--- src/rtl/behave_adder.sv ---
// rtl/behave_adder.sv - N-bit behavioural adder with combinational and registered results
// Optional Zero/Ovf flags (and registered copies) are built when ADDER_FLAGS_EN is defined.
module behave_adder #(
    parameter int N = 8
) (
    input  logic         clk,
    input  logic         rst_n,
    input  logic [N-1:0] A,
    input  logic [N-1:0] B,
    input  logic         Cin,
    input  logic         in_valid,
    output logic [N-1:0] Sum,
    output logic         Cout,
    output logic [N-1:0] Sum_q,
    output logic         Cout_q,
    output logic         out_valid
`ifdef ADDER_FLAGS_EN
    ,
    output logic         Zero,
    output logic         Ovf,
    output logic         Zero_q,
    output logic         Ovf_q
`endif
);

    // Widen before adding so the carry out of bit N-1 is never truncated.
    logic [N:0] full_sum;

    assign full_sum = {1'b0, A} + {1'b0, B} + {{N{1'b0}}, Cin};
    assign Sum      = full_sum[N-1:0];
    assign Cout     = full_sum[N];

    always_ff @(posedge clk or negedge rst_n) begin
        if (!rst_n) begin
            Sum_q     <= '0;
            Cout_q    <= 1'b0;
            out_valid <= 1'b0;
        end else begin
            out_valid <= in_valid;
            if (in_valid) begin
                Sum_q  <= Sum;
                Cout_q <= Cout;
            end
        end
    end

`ifdef ADDER_FLAGS_EN
    // Signed overflow: like-signed operands producing a result of the other sign.
    assign Zero = (Sum == '0);
    assign Ovf  = (A[N-1] == B[N-1]) && (Sum[N-1] != A[N-1]);

    always_ff @(posedge clk or negedge rst_n) begin
        if (!rst_n) begin
            Zero_q <= 1'b0;
            Ovf_q  <= 1'b0;
        end else if (in_valid) begin
            Zero_q <= Zero;
            Ovf_q  <= Ovf;
        end
    end
`endif

endmodule

--- config.mk ---
export PLATFORM = sky130hd
export DESIGN_NAME = behave_adder
export DESIGN_NICKNAME = d
export VERILOG_FILES = /design/src/rtl/behave_adder.sv
export SDC_FILE = /design/constraint.sdc
export NUM_CORES = 1
export LEC_CHECK = 0
export ABC_AREA = 1
export CORE_UTILIZATION = 38
export DETAILED_ROUTE_END_ITERATION = 16
export GPL_TIMING_DRIVEN = 1
export PLACE_DENSITY = 0.74
export SLEW_MARGIN = 10
export SYNTH_ARGS = -nofsm -noshare
export SYNTH_HDL_FRONTEND = slang
export SYNTH_SLANG_ARGS = --single-unit
--- constraint.sdc ---
create_clock -name clk -period 2.8 [get_ports clk]
set_clock_uncertainty 0.1 [all_clocks]
set_input_delay 0.56 -clock clk [delete_from_list [all_inputs] [get_ports clk]]
set_output_delay 0.56 -clock clk [all_outputs]
set_load 0.05 [all_outputs]
## Word level (Yosys, flattened, before mapping)

Cells that the tools add are included.

| storage, ports and cells | value |
|---|---|
| register bits | 10 |
| bits of input ports | 20 |
| output and inout port bits | 19 |

| operators by class | value |
|---|---|
| add/sub/neg operators | 2 |

Operators with widths:

| cell | number |
|---|---|
| adder 8 x 8 -> 9 bit | 1 |
| adder 9 x 1 -> 9 bit | 1 |

## Depth between registers and ports, before layout

| logic depth | value |
|---|---|
| word-level depth | 2 |
| gate-level depth with buffers | 10 |
| mapped depth without buffers | 10 |

## Worst setup path after synthesis

Ideal clock, no wire load.

| timing path | value |
|---|---|
| path kind | input-to-output |
| start point | in A[0] |
| end point | out Sum[4] |
| arrival time | 2.394 ns |
| data required time | 2.140 ns |
| slack | -0.254 ns |
| stages on the path | 6 |
| path buffers | 0 |
| path through | fa_1 > fa_1 > nand2_1 > nand2_1 > nand2_1 > xor2_1 |

| on the way | value |
|---|---|
| word-level cells in the longest chain between the ends | 2 |

RTL lines:

| what | RTL line | text |
|---|---|---|
| start: declaration | 8 | `input logic [N-1:0] A,` |
| adder 8 x 8 -> 9 bit | 29 | `assign full_sum = {1'b0, A} + {1'b0, B} + {{N{1'b0}}, Cin};` |
| adder 9 x 1 -> 9 bit | 29 |  |
| end: declaration | 12 | `output logic [N-1:0] Sum,` |

Every way passes these cells.

## Final worst setup path

| timing path | value |
|---|---|
| start point | in Cin |
| end point | out Sum[6] |

| on the way | value |
|---|---|
| word-level cells in the longest chain between the ends | 1 |

RTL lines:

| what | RTL line | text |
|---|---|---|
| start: declaration | 10 | `input logic Cin,` |
| adder 9 x 1 -> 9 bit | 29 |  |

Every way passes these cells.

==> flow_summary.json <==
{
  "vdd_ir_drop_max_uv": 341,
  "synth-edff-count": 0,
  "wl_per_cell_um": 12.8,
  "dp_hpwl_um": 1540,
  "cts.clk_slew.worst_paths_ps": 60,
  "numCtsBuffers": 3,
  "holdBufCountCts": 0,
  "clk_latency_ps": 260,
  "grt_max_degree": 12,
  "cts_max_path_buffers": 2,
  "drtAntennaViolNets": 0,
  "drt-total-wl_um": 2350,
  "h-tree-depth": 1,
  "root_buffer": "clkbuf_4",
  "pwr-share-comb_pct": 63.6,
  "drtIter0Drc": 4,
  "slew_violations": 0,
  "dp.cells": 173,
  "core_area_um2": 1780,
  "critPathKind": "in -> out",
  "tightest_slew_ps": 503,
  "syn_inst": 102,
  "drt_first_pass_iters": 4,
  "p_sw_share_pct": 42.4,
  "overflow": 0,
  "p_switching_uw": 358,
  "layout.cells.non_filler": 184,
  "num_antenna_cells": 0,
  "finalSetupTns_ps": 0,
  "setup_viol": 0,
  "fmax_mhz": 364,
  "io_pins": 39,
  "synthArstFlopShare_pct": 100,
  "cap_violations": 0,
  "drc": 0,
  "dr_total_vias": 884,
  "syn_avg_cell_area_um2": 7.36,
  "hold_class": "reg -> reg",
  "gp_routability_congestion": 0.746,
  "synth.distinct_cells": 17,
  "synthToLayoutAreaGrowth_pct": 99.7,
  "power_frac_seq_pct": 21.2,
  "syn_nets": 131,
  "status": "completed",
  "crit_fanout": 2,
  "final.fill_count": 97,
  "dieArea_um2": 2160,
  "period_share_pct": 98.1,
  "drive_gt1_share_pct": 34.6,
  "start_kind": "primary input",
  "grt_pass1_wl_um": 3360,
  "synth_area_um2": 751,
  "yosysWarnings": 0,
  "p_per_area_nw_per_um2": 563,
  "synth_top_flop_cell": "dfrtp_1",
  "cellLeakagePower_uw": 0.000770,
  "relSlewSlack_pct": 66.3,
  "cp.required_ps": 2140,
  "cts_tree": "done",
  "placementRows": 15,
  "die_w_um": 46.4,
  "p_int_uw": 486,
  "grt_pass1_vias": 835,
  "gr-usage-all-layers_pct": 22.2,
  "fin_crit_ps": 2750,
  "finalHoldViolations": 0,
  "critPathArrivalTime_ps": 2090,
  "cts.sinks": 10,
  "dieHeight_um": 46.4,
  "placement.io_buffers": 38,
  "antenna_found_initial": 0,
  "ys_seq_area_share_pct": 33.3,
  "end_kind": "output pin",
  "ys_ff_latch": 10,
  "final_net_count": 189,
  "start_util_pct": 42.1,
  "vias_per_cell": 4.80,
  "power.share.clock_pct": 15.2
}
-- sequential cells by signal (all words and copies together) (netlist names) --
name / cells
Cout_q: 1
Sum_q: 8
out_valid: 1
-- cell usage in the layout, fill, tap and decap left out --
master	netlist	routed
nand2_1	46	40
clkdlybuf4s50_1	0	22
buf_4	0	16
dfrtp_1	10	10
inv_1	9	9
buf_12	0	8
nand3_1	8	7
nand2_2	0	6
ha_4	0	4
dlymetal6s2s_1	0	4
nor2_1	3	3
a21oi_1	3	3
and2_4	0	3
ha_1	7	3
clkbuf_4	0	3
inv_2	2	2
nand3b_1	2	2
fa_2	0	2
clkbuf_2	0	2
buf_6	1	2
clkinv_1	1	1
nand3_2	0	1
a21oi_2	1	1
or2_4	1	1
xor2_2	0	1
nor2b_2	1	1
xor2_4	0	1
clkbuf_8	0	1
-- kinds of logic (layout without fill, tap and decap cells) --
| family | count (synthesis) | after routing | share of synthesized area [%] |
|---|---|---|---|
| DFF | 10 | 10 | 33.3 |
| xor gates and xnor gates | 2 | 2 | 2.33 |
| adders and majority gates | 9 | 9 | 17.0 |
| buffers and inverters | 13 | 70 | 7.50 |
| AOI/OAI and AO/OA | 4 | 4 | 3.17 |
| and+or+nand+nor | 64 | 64 | 36.7 |
-- worst max-delay path, cell delays in order --
cell and delay [ps]:
buf_6 90, fa_2 400, fa_2 370, nand2_2 80
nand2_2 60, nand3_2 90, nand2_2 80, nand2_2 90
and2_4 150, buf_12 120
-- per-layer routing --
layer | GRT usage [%] | vias to the layer above | wire length (µm)
met4 | 7.65 | 0 | 34
li1 | - | 429 | -
met1 | 23.1 | 411 | 842
met2 | 43.6 | 38 | 1360
met3 | 3.53 | 6 | 110
met5 | 0 | - | 0
-- layout make-up --
| type | instances | area [µm²] | share of cell area (%) |
|---|---|---|---|
| repair buffers | 54 | 583 | 38.9 |
| multi-input cells | 79 | 553 | 36.9 |
| inverters | 12 | 45.0 | 3.01 |
| well taps | 25 | 31.3 | 2.09 |
| clock buffers | 4 | 36.3 | 2.42 |
| flip-flops and latches | 10 | 250 | 16.7 |
-- final timing paths --
| path | startpoint | end | slack [ps] | cells past startpoint |
|---|---|---|---|---|
| max | Cin | Sum[6] | 50 | 10 |
| min | Sum_q[1]$_DFFE_PN0P_ | Sum_q[1]$_DFFE_PN0P_ | 380 | 2 |
| max reg2reg | Sum_q[5]$_DFFE_PN0P_ | Sum_q[5]$_DFFE_PN0P_ | 2060 | 2 |
| min reg2reg | Sum_q[1]$_DFFE_PN0P_ | Sum_q[1]$_DFFE_PN0P_ | 380 | 2 |
| max in group asynchronous | rst_n | Sum_q[3]$_DFFE_PN0P_ | 1820 | 1 |
| min in group asynchronous | rst_n | Cout_q$_DFFE_PN0P_ | 490 | 1 |
-- per-stage QoR --
stage | total power, µW | area [µm²] | hold slack (ps) | worst slack (ps) | utilization (%)
after global placement | 657 | 1310 | 355 | -453 | 73.6
after detailed placement | 664 | 1310 | 358 | -513 | 73.6
after global routing | 886 | 1500 | 396 | -10.3 | 84.1
final | 844 | 1500 | 375 | 54.1 | 84.1
after CTS | 813 | 1410 | 375 | 3.29 | 78.9
after floorplan | 447 | 767 | 164 | -32.6 | -
-- repair_timing --
action / 4_1_cts / 5_1_grt
setup buffers: 5 / 2
cloned: 0 / 0
gates resized for setup: 17 / 16
setup endpoints to repair: 7 / 5
pin swaps: 6 / 5
-- power by group through the flow --
stage               clock, µW  combinational [µW]  sequential (µW)
global placement            0                 477              179
global route              141                 564              181
CTS                       127                 507              179
detailed placement          0                 483              181
floorplan                   0                 186              261
finish                    128                 537              179
-- synthesized netlist by cell type, types with 2 or more instances --
cell | number | area share, %
a21oi_1 | 3 | 2.0
and2_1 | 3 | 2.5
dfrtp_1 | 10 | 33
fa_1 | 2 | 5.3
ha_1 | 7 | 12
inv_1 | 9 | 4.5
inv_2 | 2 | 1.0
nand2_1 | 46 | 23
nand3_1 | 8 | 5.3
nand3b_1 | 2 | 2.0
nor2_1 | 3 | 1.5
xor2_1 | 2 | 2.3
No activity file was read; power rests on OpenSTA's default activity.
